[src/rtl/alu_issue.sv]
// alu_issue: instruction issue and writeback sequencer for a combinational ALU.
//   - in_valid/in_ready/in_instr : instruction stream into a DEPTH-entry FIFO
//   - ld_en/ld_sel/ld_data       : direct load of regA (sel=0) or regB (sel=1)
//   - alu_instruction/alu_regA/alu_regB : operands driven to the ALU
//   - alu_result/alu_flags       : ALU response, flags = {zero, negative, overflow}
//   - out_valid/out_ready/out_*  : retired instruction with its captured result and flags
//   - reg_a/reg_b                : architectural registers
//   - retired                    : wrapping count of issued instructions
module alu_issue #(
  parameter int DEPTH = 4,
  parameter int CNT_W = 16
) (
  input  logic             clk,
  input  logic             rst_n,
  input  logic             in_valid,
  output logic             in_ready,
  input  logic [31:0]      in_instr,
  input  logic             ld_en,
  input  logic             ld_sel,
  input  logic [31:0]      ld_data,
  output logic [31:0]      alu_instruction,
  output logic [31:0]      alu_regA,
  output logic [31:0]      alu_regB,
  input  logic [31:0]      alu_result,
  input  logic [2:0]       alu_flags,
  output logic             out_valid,
  input  logic             out_ready,
  output logic [31:0]      out_instr,
  output logic [31:0]      out_result,
  output logic [2:0]       out_flags,
  output logic [31:0]      reg_a,
  output logic [31:0]      reg_b,
  output logic [CNT_W-1:0] retired
);
  localparam int AW = $clog2(DEPTH);

  logic [DEPTH-1:0][31:0] mem;
  logic [AW:0]            wr_ptr, rd_ptr;  // extra MSB tells full from empty
  logic                   empty, full, push, issue;
  logic [31:0]            head;

  assign empty    = (wr_ptr == rd_ptr);
  assign full     = (wr_ptr[AW] != rd_ptr[AW]) && (wr_ptr[AW-1:0] == rd_ptr[AW-1:0]);
  assign in_ready = !full;
  assign push     = in_valid && !full;
  assign issue    = !empty && (!out_valid || out_ready);
  assign head     = mem[rd_ptr[AW-1:0]];

  assign alu_instruction = empty ? 32'h0 : head;
  assign alu_regA        = reg_a;
  assign alu_regB        = reg_b;

  // Writeback decode of the head instruction
  logic [5:0]  opcode, funct;
  logic [4:0]  dst;
  logic        is_r, is_i, is_slt, ovf_op, wb_en, wb_sel;
  logic [31:0] wb_val;

  assign opcode = head[31:26];
  assign funct  = head[5:0];
  assign is_r   = (opcode == 6'b000000);
  assign is_i   = (opcode >= 6'b001000) && (opcode <= 6'b001110);
  assign dst    = is_r ? head[15:11] : head[20:16];
  assign is_slt = (is_r && (funct == 6'b101010 || funct == 6'b101011)) ||
                  opcode == 6'b001010 || opcode == 6'b001011;
  assign ovf_op = (is_r && (funct == 6'b100000 || funct == 6'b100010)) ||
                  opcode == 6'b001000;
  // Only indices 0/1 map to real registers; trapping arithmetic leaves the target untouched
  assign wb_en  = issue && (is_r || is_i) && (dst[4:1] == 4'b0) &&
                  !(ovf_op && alu_flags[0]);
  assign wb_sel = dst[0];
  assign wb_val = is_slt ? {31'b0, alu_flags[1]} : alu_result;

  // Storage needs no reset: the pointers define which entries are live
  always_ff @(posedge clk) begin
    if (push) mem[wr_ptr[AW-1:0]] <= in_instr;
  end

  always_ff @(posedge clk or negedge rst_n) begin
    if (!rst_n) begin
      wr_ptr     <= '0;
      rd_ptr     <= '0;
      out_valid  <= 1'b0;
      out_instr  <= '0;
      out_result <= '0;
      out_flags  <= '0;
      reg_a      <= '0;
      reg_b      <= '0;
      retired    <= '0;
    end else begin
      if (push) wr_ptr <= wr_ptr + 1'b1;
      if (issue) begin
        rd_ptr     <= rd_ptr + 1'b1;
        out_valid  <= 1'b1;
        out_instr  <= head;
        out_result <= alu_result;
        out_flags  <= alu_flags;
        retired    <= retired + CNT_W'(1);
      end else if (out_ready) begin
        out_valid  <= 1'b0;
      end
      // Direct load has priority over writeback to the same register
      if (ld_en && !ld_sel)          reg_a <= ld_data;
      else if (wb_en && !wb_sel)     reg_a <= wb_val;
      if (ld_en && ld_sel)           reg_b <= ld_data;
      else if (wb_en && wb_sel)      reg_b <= wb_val;
    end
  end
endmodule

[config.mk]
export PLATFORM = sky130hd
export DESIGN_NAME = alu_issue
export DESIGN_NICKNAME = d
export VERILOG_FILES = /design/src/rtl/alu_issue.sv
export SDC_FILE = /design/constraint.sdc
export NUM_CORES = 1
export LEC_CHECK = 0
export CAP_MARGIN = 20
export CELL_PAD_IN_SITES_DETAIL_PLACEMENT = 0
export CELL_PAD_IN_SITES_GLOBAL_PLACEMENT = 2
export CORE_MARGIN = 2
export CORE_UTILIZATION = 43
export CTS_CLUSTER_DIAMETER = 60
export CTS_CLUSTER_SIZE = 40
export DETAILED_ROUTE_END_ITERATION = 6
export DONT_BUFFER_PORTS = 1
export GPL_TIMING_DRIVEN = 0
export PLACE_DENSITY_LB_ADDON = 0.1
export SLEW_MARGIN = 10
export SYNTH_ARGS = -nofsm -noshare
export SYNTH_HDL_FRONTEND = slang
export SYNTH_SLANG_ARGS = --single-unit
[constraint.sdc]
create_clock -name clk -period 3.4 [get_ports clk]
set_input_delay 0.34 -clock clk [delete_from_list [all_inputs] [get_ports clk]]
set_output_delay 0.34 -clock clk [all_outputs]
set_load 0.005 [all_outputs]
* Yosys cells after proc, flatten, opt, wreduce, memory -nomap -nowiden
Index checks and enable logic that the tools add are counted.
Widths: inputs -> output; s select.
** Storage, ports and cells
- Register bits after elaboration :: 282
- Bits in latches :: 0
- Memory bits (writable) :: 0
- ROM bits :: 0
- Bits of input ports :: 105
- Logic and storage cells :: 78
- Memories :: 0
** Cells by class
- $add $sub $neg :: 3
- Multiply operators :: 0
- Div/mod/pow operators :: 0
- Order comparisons :: 5
- Eq/ne operators :: 10
- Shift-type cells :: 0
- Muxes and demuxes :: 14
- Bitwise operators :: 0
- Reduce and logical (&&, ||, !) cells :: 33
** Operators with widths (number)
- $mux 32 :: 8
- $bwmux 128 :: 1
- $bmux 32 s2 :: 1
- $demux 32 s2 :: 1
- $eq 6x6->1 const B :: 4
- $eq 6x4->1 const B :: 3
- $add 16x1->16 const B :: 1
- $logic_and 1x1->1 :: 15
- $logic_or 1x1->1 :: 7
- $add 3x1->3 const B :: 2
- $ge 6x4->1 const B :: 1
- $le 6x4->1 const B :: 1
- $logic_not 1->1 :: 6
- $logic_not 6->1 :: 1
- $lt 2x3->1 const B :: 2
- $reduce_bool 2->1 :: 3
- $mux 5 :: 1
- $logic_not 4->1 :: 1
- $eq 3x3->1 :: 1
- $eq 2x2->1 :: 1
- $ge 2x1->1 const B :: 1
- $mux 1 :: 2
- $ne 1x1->1 :: 1

* Depth between registers and ports, before layout
Gate-level depths: netlist of the first run.
- Depth after elaboration :: 12
- Gate-level depth with buffers :: 9
- Depth with buffers taken out :: 6

* Worst setup path after synthesis of the first run
OpenSTA, ideal clock, no wires.
- Path type :: flip-flop to flip-flop
- From :: register rd_ptr[0]
- To :: register reg_a[10], in the netlist alu_regA[10]
- Arrival time :: 2.465 ns
- Slack :: 0.809 ns
- Cell stages (with the launch flop) :: 10
- Path through :: dfrtp_1 buf_6 buf_4 mux4_2 nor4_1 a22o_2 o211a_4 a21oi_1 buf_2 a221o_1
** Between the ends
- Word-level cells in the longest chain between the ends :: 11
- Elaborated cells between the ends (all ways) :: 37
- Classes of those cells :: 2 x order compare; 8 x eq/ne; 6 x mux; 21 x reduce/logical
** RTL lines
- start: declaration :: line 38 : logic [AW:0] wr_ptr, rd_ptr;
- start signal: assignment :: line 93 : rd_ptr <= rd_ptr + 1'b1;
- parallel branches: the longest is 11 deep, another holds $ge 6x4->1
- end signal: assignment :: line 103 : if (ld_en && !ld_sel) reg_a <= ld_data;
- end signal: assignment :: line 104 : else if (wb_en && !wb_sel) reg_a <= wb_val;
- end: declaration :: line 31 : output logic [31:0] reg_a,
Parallel ways; which one is timed is not known. The select of a mux whose other input is x is not followed.
A chain may end at the register's enable or synchronous reset.

* Final worst setup path of the first run
- From :: register rd_ptr[0]
- To :: register reg_a[6], in the netlist alu_regA[6]
The elaborated chain is that of the path after synthesis.

==> run metrics, run 1 <==
r2r worst-path depth 9; IO Port Bufs 0; Avg WL per Cell 25.4 um; maximum root-to-sink buffer count 3; CTS root buf clkbuf_16; Slew Limit Fails 0; Power Total 0.0121 W; failing checks hold timing; routability congestion estimate 0.810; Worst Path Max Fanout 10; Synth area leader dfrtp_1; Pleak 5.55 nW; Synth Cell Area 0.0119 sq mm; Reg clk slew, reported paths 0.07 ns; final hold vios 154; CORE AREA 0.0271 sq mm; Worst Path Required 3.87 ns; first-pass GRT wire length 46,800 um; syn nets 858; RSZ-0062 raised after global routing no; PwrDens 862 mW/mm^2; Worst slew margin 45.0%; die area 0.0290 sq mm; cells after synthesis 747; Distinct cells, synth 45; post-layout min period 3.17 ns; largest net degree at the start of global routing 155; cell with the most instances after synthesis dfrtp_1; H-tree depth 1; P_int 0.00808 W; #FFs+latches synth 282; Vias 6,966; CTS Hold Bufs 68; post-DR vias/cell 5.62; Initial Util 43.9%; Tcrit/Tclk final 93.3%; First-pass DRT Iterations 4; combinational power share 32.0%; endpoints failing setup 0; final net count 958; clock sinks 282; Placement Rows 60; postcts setup bufs 0; Area contributors post-synth dfrtp_1, edfxtp_1, mux2_2; Clock power frac 24.4%; Worst Hold Class in -> async; sequential share of the synthesized area 64.7%; clock latency on the worst-skew pair 0.54 ns; RR Endpoint alu_regA[6]; fillers 2,228; sw power 0.00402 W; Setup CP Type reg -> reg; Startpoint Class flip-flop; area delta synth->final 17.9%; layout cell share with drive strength beyond 1 29.2%; GRT Overall Usage 21.4%; Max Clock Freq 0.315 GHz; FF-to-FF Start rd_ptr[0]; DRC Markers 0; Iteration-0 DRC Markers 427; grt ovf 0; number of synthesized flops with an enable pin 128; Worst Path Arrival 3.64 ns; hpwl dp 22,000 um; status complete, but fails checks; vias in the first global route 7,388; Sw Share 33.2%; initial antenna violation count 0; hold slack -0.498 ns; Synth Warn # 0; max cap viols 0; TritonCTS buffer count 26; average cell area after synthesis 15.9 sq um; Async SR Flop Fraction 54.6%; WL final 31,500 um; die width 170 um; top cells by count, synth dfrtp_1, edfxtp_1, mux2_2; CTS tree done; I/O pin count 350; Crit. End Element flip-flop; Inserted Diodes 0; Seq pwr share 43.6%; Slew @ Worst Pin 0.824 ns; Synth top area share 32.4%; Post-Route Setup TNS 0 ns; Clock Skews 0.0216 ns; worst vdd ir 0.000573 V; setup slack, reg-to-reg 0.23 ns; Post-Route Utilization 51.8%; most used flip-flop cell after synthesis dfrtp_1; Die Height 170 um; ANT nets after route 0
-- cells in the final DEF, fill, tap and decap left out, drive strengths merged, types with 2 or more instances in the layout --
cell and count:
and2 66, xor2 6, buf 86, mux2 70, dfrtp 154, inv 9
nand3 4, o31ai 2, a221o 62, clkinv 6, mux4 32, ha 6
nor2 5, o211a 2, clkbuf 57, nor3 3, nand4 6, edfxtp 128
and3 39, xnor2 16, nor4 6, dlygate4sd3 68, a21oi 6, nor2b 3
nand2 10
-- how the worst max path moves through the flow --
| stage | startpoint | endpoint | slack, ns | cells past startpoint |
|---|---|---|---|---|
| final | rd_ptr[0] | alu_regA[6] | 0.23 | 9 |
| after global routing | rd_ptr[1] | out_instr[10] | 0.001 | 7 |
| after CTS | rd_ptr[0] | alu_instruction[9] | 0.07 | 5 |
| after detailed placement | rd_ptr[1] | out_instr[22] | -0.17 | 7 |
| after global placement | rd_ptr[1] | out_result[22] | -0.14 | 7 |
| after floorplan | rd_ptr[0] | alu_regA[10] | 0.81 | 9 |
-- kinds of logic (layout without fill, tap and decap cells) --
kind of cell,Yosys count,count (layout),share of synthesized area [%]
mux,103,103,12.8
xor+xnor,22,22,1.62
flops,282,282,64.7
buf+inv,108,228,6.05
compound gates,79,79,6.41
fa+ha+maj,6,6,0.631
simple gates,147,147,7.80
-- final cells by class --
type	instances	area (sq um)	area share, %
Sequential cell	282	7700	54.8
Multi-Input combinational cell	357	3520	25.1
Timing Repair Buffer	72	761	5.42
Clock buffer	35	736	5.24
Buffer	104	711	5.06
Tap cell	372	465	3.32
Clock inverter	13	131	0.936
Inverter	4	15.0	0.107
-- power groups by stage --
stage,clock [W],sequential [W],combinational (W)
after floorplan,0,0.00510,0.00284
after global placement,0,0.00535,0.00367
after detailed placement,0,0.00537,0.00382
after CTS,0.00303,0.00530,0.00395
after global routing,0.00316,0.00539,0.00426
final,0.00296,0.00528,0.00387
-- through the flow --
stage	setup WS, ns	instance area [sq um]	cells
after floorplan	0.809	11900	747
after global routing	0.00129	14000	1239
after CTS	0.0724	14000	1239
after detailed placement	-0.174	12500	1123
final	0.229	14000	1239
after global placement	-0.140	12400	1119
-- worst max-delay path, cell delays in order (launching register included) --
cell,delay (ns)
dfrtp_1,0.38
buf_6,0.16
buf_6,0.21
mux4_2,0.56
nor3b_2,0.35
a21oi_1,0.21
o211a_4,0.32
a21oi_1,0.35
buf_2,0.35
a221o_1,0.20
-- sequential cells by signal, summed over array words and instances, names as in the netlist --
name / count
rd_ptr: 3
out_result: 32
out_valid: 1
wr_ptr: 3
alu_regA: 32
retired: 16
alu_regB: 32
out_flags: 3
out_instr: 32
mem: 128
-- timing repair --
action,4_1_cts,5_1_grt
resized for setup,3,9
endpoints found under the hold margin,381,154
setup endpoints to repair,116,70
-- layer usage --
layer,routed length [um],track usage [%],vias up
li1,-,-,2984
met1,12000,25.7,3640
met2,16100,37.7,293
met3,2430,5.56,49
met4,876,6.32,0
met5,0,0,-
Power figures use the tool's default switching activity.
==> run 2: changes to the inputs <==
- ABC_AREA: default -> 1
- CORE_UTILIZATION: 43 -> 38
==> run metrics, run 2 <==
CP bufs+invs 5 (+2); Worst slew margin 55.9% (+11 points); layout cell share with drive strength beyond 1 11.0% (-18 points); cell with the most instances after synthesis nand2_1; Worst Hold Class in -> async; CORE AREA 0.0335 sq mm (+24%); slowest stage delay, CP 0.49 ns (-0.07 ns); Crit path depth 8 (-1); most used flip-flop cell after synthesis dfrtp_1; Synth Warn # 0 (unchanged); Reg clk slew, reported paths 0.07 ns (about the same); grt ovf 0 (unchanged); Post-Route Setup TNS 0 ns (unchanged); initial antenna violation count 0 (unchanged); sequential standard cell area 0.00770 sq mm (unchanged); Pleak 7.42 nW (+34%); DRC Markers 0 (unchanged); Worst Path Arrival 2.68 ns (-0.96 ns); I/O pin count 350 (unchanged); IO Port Bufs 0 (unchanged); Multi-input gate area 0.00410 sq mm (+16%); Avg WL per Cell 19.7 um (-22%); vias in the first global route 9,798 (+33%); Synth top area share 29.8% (-2.6 points); Slew Limit Fails 0 (unchanged); hold slack -0.555 ns (-0.0568 ns); largest net degree at the start of global routing 155 (unchanged); PostCTS Resize Cnt 0 (-3); FF-to-FF Start rd_ptr[1]; Synth Area in Compound Gates 2.38% (-4.0 points); area delta synth->final 21.3%; most common cell after layout, fill and taps aside nand2_1; routability congestion estimate 0.813 (+0.46%); Max Clock Freq 0.331 GHz (+4.9%); TritonCTS buffer count 31 (+19%); Tcrit/Tclk final 88.9% (-4.4 points); Inserted Diodes 0 (unchanged); worst vdd ir 0.000724 V (+26%); Distinct cells, synth 28 (-38%); average cell area after synthesis 9.08 sq um (-43%); crit-path cells inv_2, buf_4, buf_2, buf_1, nor2_1, o22ai_1, nand2_1, inv_1; CTS tree done; RR Endpoint alu_regB[24]; cells after synthesis 1,425 (+91%); GRT Overall Usage 22.6% (+1.2 points); first-pass GRT wire length 61,100 um (+31%); Synth area leader dfrtp_1; WL final 40,100 um (+28%); endpoints failing setup 0 (unchanged); most frequent cells in the layout nand2_1, nand3_1, dfrtp_1, edfxtp_1, dlygate4sd3_1; Post-Route Utilization 46.8% (-5.0 points); Cells after DPL 1,877 (+67%); Die Height 189 um (+11%); post-DR vias/cell 4.83 (-14%); RSZ-0062 raised after global routing no; Setup CP Type reg -> out; Area contributors post-synth dfrtp_1, edfxtp_1, nand2_1; maximum root-to-sink buffer count 3 (unchanged); fillers 3,337 (+50%); syn nets 1,536 (+79%); r2r worst-path depth 14 (+5); PwrDens 908 mW/mm^2 (+5.3%); Synth Cell Area 0.0129 sq mm (+8.7%); Worst Path Required 3.06 ns (-0.81 ns); CTS root buf clkbuf_16; CP max-delay cell buf_1; Slew @ Worst Pin 0.662 ns (-0.162 ns); multiplexer area fraction after synthesis 0% (-13 points); post-synthesis simple-gate area fraction 27.1% (+19 points); CTS Hold Bufs 99 (+46%); post-synthesis xor/xnor area fraction 1.35% (-0.27 points); hpwl dp 28,800 um (+31%); Async SR Flop Fraction 54.6% (unchanged); final hold vios 154 (unchanged); Synth Area in Adders 0.580% (-0.051 points); setup slack, reg-to-reg 0.87 ns (+0.64 ns); First-pass DRT Iterations 5 (+1); failing checks hold timing; Crit. End Element primary output; number of synthesized flops with an enable pin 128 (unchanged); top cells by count, synth nand2_1, nand3_1, dfrtp_1; main combinational cell family by area after synthesis simple AND/OR/NAND/NOR gates; postcts setup bufs 0 (unchanged); status complete, but fails checks; max cap viols 0 (unchanged); Iteration-0 DRC Markers 536 (+26%); Post-Layout Cell Count 2,032 (+64%); H-tree depth 1 (unchanged); final net count 1,672 (+75%); Vias 9,824 (+41%); ANT nets after route 0 (unchanged); Placement Rows 67 (+12%); sequential share of the synthesized area 59.5% (-5.2 points); #FFs+latches synth 282 (unchanged); clock latency on the worst-skew pair 0.59 ns (+0.05 ns); Top delay family on crit path buffers and inverters; Startpoint Class flip-flop; Clock Skews 0.0226 ns (+0.00100 ns); die area 0.0356 sq mm (+22%); die width 189 um (+11%); post-layout min period 3.02 ns (-0.148 ns); max reg flops 128 (unchanged); Initial Util 38.6% (-5.3 points); Worst Path Max Fanout 10 (unchanged); clock sinks 282 (unchanged)
[run 2: cell count changes after synthesis, sizes merged, moves of 13 or more]
cell	before	now
and3	39	0
mux2	70	0
o21ai	1	44
buf	83	107
and2	66	0
nor2	5	47
inv	4	69
clkbuf	21	34
mux4	32	0
nand2	10	597
nand3	4	200
a221o	62	0
[run 2: worst max path at each step]
stage | start | to | slack (ns)
final | rd_ptr[0] | alu_instruction[24] | 0.38
after global routing | rd_ptr[0] | alu_instruction[22] | 0.13
after CTS | rd_ptr[0] | alu_instruction[22] | 0.31
after detailed placement | rd_ptr[1] | out_instr[29] | 0.81
after global placement | rd_ptr[1] | mem[100] | -0.95
after floorplan | rd_ptr[1] | mem[100] | 0.57
[run 2: per-layer routing]
metal / global-route usage, % / vias to the layer above / part of all wire, %
met2: 39.1 / 329 / 50
met4: 5.89 / 0 / 2.6
met3: 4.53 / 64 / 6.1
met1: 28.9 / 4604 / 42
met5: 0 / - / 0
li1: - / 4827 / -
[run 2: layout make-up]
type	instances	area share (%)
Clock inverter	21	1.69
Clock buffer	35	5.23
Multi-Input combinational cell	932	26.1
Timing Repair Buffer	103	6.91
Tap cell	448	3.57
Sequential cell	282	49.0
Buffer	141	5.81
Inverter	70	1.69
[run 2: power by group]
part / internal, W / switching (W) / leakage, nW
Combinational: 0.00173 / 0.00332 / 3.81
Clock: 0.00202 / 0.00152 / 0.538
Sequential: 0.00471 / 0.000972 / 3.07
Total: 0.00846 / 0.00581 / 7.42
[run 2: metrics by stage]
| stage | worst slack (ns) | total power [W] | instance area, sq um | hold slack (ns) |
|---|---|---|---|---|
| 3_5_place_dp | 0.806 | 0.0108 | 13600 | 0.0484 |
| 5_1_grt | 0.131 | 0.0153 | 15700 | -0.576 |
| 6_report | 0.377 | 0.0143 | 15700 | -0.555 |
| 3_3_place_gp | -0.948 | 0.0107 | 13500 | 0.0482 |
| 2_1_floorplan | 0.573 | 0.00889 | 12900 | 0.0444 |
| 4_1_cts | 0.310 | 0.0145 | 15700 | -0.588 |
[run 2: cell families (layout without fill, tap and decap cells)]
| logic type | Yosys count | in the layout |
|---|---|---|
| buf+inv | 211 | 370 |
| compound gates | 58 | 58 |
| xor+xnor | 20 | 20 |
| flops | 282 | 282 |
| fa+ha+maj | 6 | 6 |
| simple gates | 848 | 848 |
==> run 3: changes to the inputs <==
- CAP_MARGIN: 20 -> default
- HOLD_SLACK_MARGIN: default -> 0.15
==> run metrics, run 3 (synthesis results as in run 2) <==
routability congestion estimate 0.813 (unchanged); Clock Skews 0.0342 ns (+0.0116 ns); Slew Limit Fails 0 (unchanged); setup slack, reg-to-reg 0.88 ns (about the same); Worst Path Max Fanout 10 (unchanged); die width 189 um (unchanged); H-tree depth 2 (+1); clock latency on the worst-skew pair 0.53 ns (-0.06 ns); Avg WL per Cell 19.4 um (-1.6%); clock sinks 282 (unchanged); crit-path cells inv_2, buf_4, buf_2, buf_1, nor2_1, o22ai_1, nand2_1, inv_1; PostCTS Resize Cnt 0 (unchanged); First-pass DRT Iterations 5 (unchanged); Worst Hold Class in -> async; area delta synth->final 22.6%; status complete, but fails checks; grt ovf 0 (unchanged); final instance area 0.0159 sq mm (+1.0%); fillers 3,323 (-0.42%); Vias 9,819 (-0.051%); postcts setup bufs 0 (unchanged); GRT Overall Usage 22.4% (-0.13 points); CTS root buf clkbuf_16; DRC Markers 0 (unchanged); worst vdd ir 0.000568 V (-22%); post-DR vias/cell 4.81 (-0.44%); RR Endpoint mem[103]; Setup CP Type reg -> out; vias in the first global route 9,821 (+0.23%); largest net degree at the start of global routing 155 (unchanged); RSZ-0062 raised after global routing no; PnR worst setup slack 0.443 ns (+0.0664 ns); maximum root-to-sink buffer count 3 (unchanged); FF-to-FF Start rd_ptr[1]; Pleak 7.48 nW (+0.88%); max reg flops 128 (unchanged); Worst Path Arrival 2.62 ns (-0.06 ns); Tcrit/Tclk final 87.0% (-2.0 points); Worst Path Required 3.06 ns (about the same); IO Port Bufs 0 (unchanged); final net count 1,677 (+0.30%); r2r worst-path depth 8 (-6); layout cell share with drive strength beyond 1 11.3% (+0.20 points); I/O pin count 350 (unchanged); Post-Route Utilization 47.3% (+0.47 points); initial antenna violation count 1 (+1); PwrDens 926 mW/mm^2 (+2.0%); CP max-delay cell buf_1; Initial Util 38.6% (unchanged); final hold vios 154 (unchanged); most common cell after layout, fill and taps aside nand2_1; Max Clock Freq 0.338 GHz (+2.2%); Reg clk slew, reported paths 0.07 ns (about the same); Die Height 189 um (unchanged); most frequent cells in the layout nand2_1, nand3_1, dfrtp_1, edfxtp_1, dlygate4sd3_1; placed inst area 0.0136 sq mm (unchanged); ANT nets after route 0 (unchanged); Worst slew margin 55.3% (-0.59 points); CORE AREA 0.0335 sq mm (unchanged); Startpoint Class flip-flop; post-place setup slack 0.848 ns (+0.0418 ns); post-layout min period 2.96 ns (-0.0664 ns); hpwl dp 28,800 um (-0.18%); Cells after DPL 1,877 (unchanged); first-pass GRT wire length 60,800 um (-0.52%); CTS tree done; failing checks hold timing; die area 0.0356 sq mm (unchanged); Crit. End Element primary output; WL final 39,600 um (-1.2%); max cap viols 0 (unchanged); endpoints failing setup 0 (unchanged); Post-Layout Cell Count 2,040 (+0.39%); Iteration-0 DRC Markers 556 (+3.7%); TritonCTS buffer count 35 (+13%); CTS Hold Bufs 100 (+1.0%); Power Total 0.0147 W (+3.0%); Slew @ Worst Pin 0.668 ns (+0.00637 ns); Placement Rows 67 (unchanged); hold slack -0.498 ns (+0.0575 ns); slowest stage delay, CP 0.50 ns (about the same)
==> run 3: cell count changes in the layout (fill, tap and decap cells not counted), moves of 2 or more <==
cell	delta
bufinv_16	+2
clkbuf_1	+2
clkbuf_16	+4
clkbuf_8	-2
clkinv_2	-2
==> run 3: final cells by class <==
cell class                      count  area [sq um]  area share, %
Inverter                           70           265           1.67
Antenna cell                        1          2.50         0.0158
Sequential cell                   282          7700           48.5
Clock inverter                     23           329           2.07
Buffer                            141           912           5.75
Tap cell                          448           561           3.53
Clock buffer                       39           901           5.68
Timing Repair Buffer              104          1100           6.91
Multi-Input combinational cell    932          4100           25.8
==> run 3: routing by layer <==
metal / vias up / GRT usage [%] / routed length [um]
met3: 53 / 4.84 / 2590
met5: - / 0 / 0
li1: 4832 / - / -
met4: 0 / 6.16 / 967
met1: 4609 / 28.1 / 16300
met2: 325 / 39.1 / 19800
==> run 3: how the worst max path moves through the flow <==
| stage | to | slack (ns) | depth (start not counted) | startpoint |
|---|---|---|---|---|
| after floorplan | mem[100] | 0.57 | 7 | rd_ptr[1] |
| after global placement | mem[100] | -0.95 | 7 | rd_ptr[1] |
| after detailed placement | mem[100] | 0.85 | 8 | rd_ptr[1] |
| after CTS | alu_instruction[22] | 0.40 | 8 | rd_ptr[0] |
| after global routing | alu_instruction[10] | 0.21 | 8 | rd_ptr[0] |
| final | alu_instruction[22] | 0.44 | 8 | rd_ptr[0] |
==> run 3: critical path, delay by kind of cell, from the launching register on <==
kind | cells | cell delay (ns)
flops | 1 | 0.42
compound gates | 1 | 0.33
buf+inv | 5 | 1.14
simple gates | 2 | 0.21
==> run 3: power by group <==
group          internal, W  switching (W)  leakage, nW
logic              0.00173        0.00334         3.81
registers          0.00471       0.000971         3.07
clock network      0.00236        0.00158        0.599
==> run 3: metrics by stage <==
step                hold WS, ns  setup TNS, ns
floorplan                0.0444              0
global placement         0.0482        -111.51
detailed placement       0.0484              0
CTS                      -0.518              0
global route             -0.513              0
finish                   -0.498              0
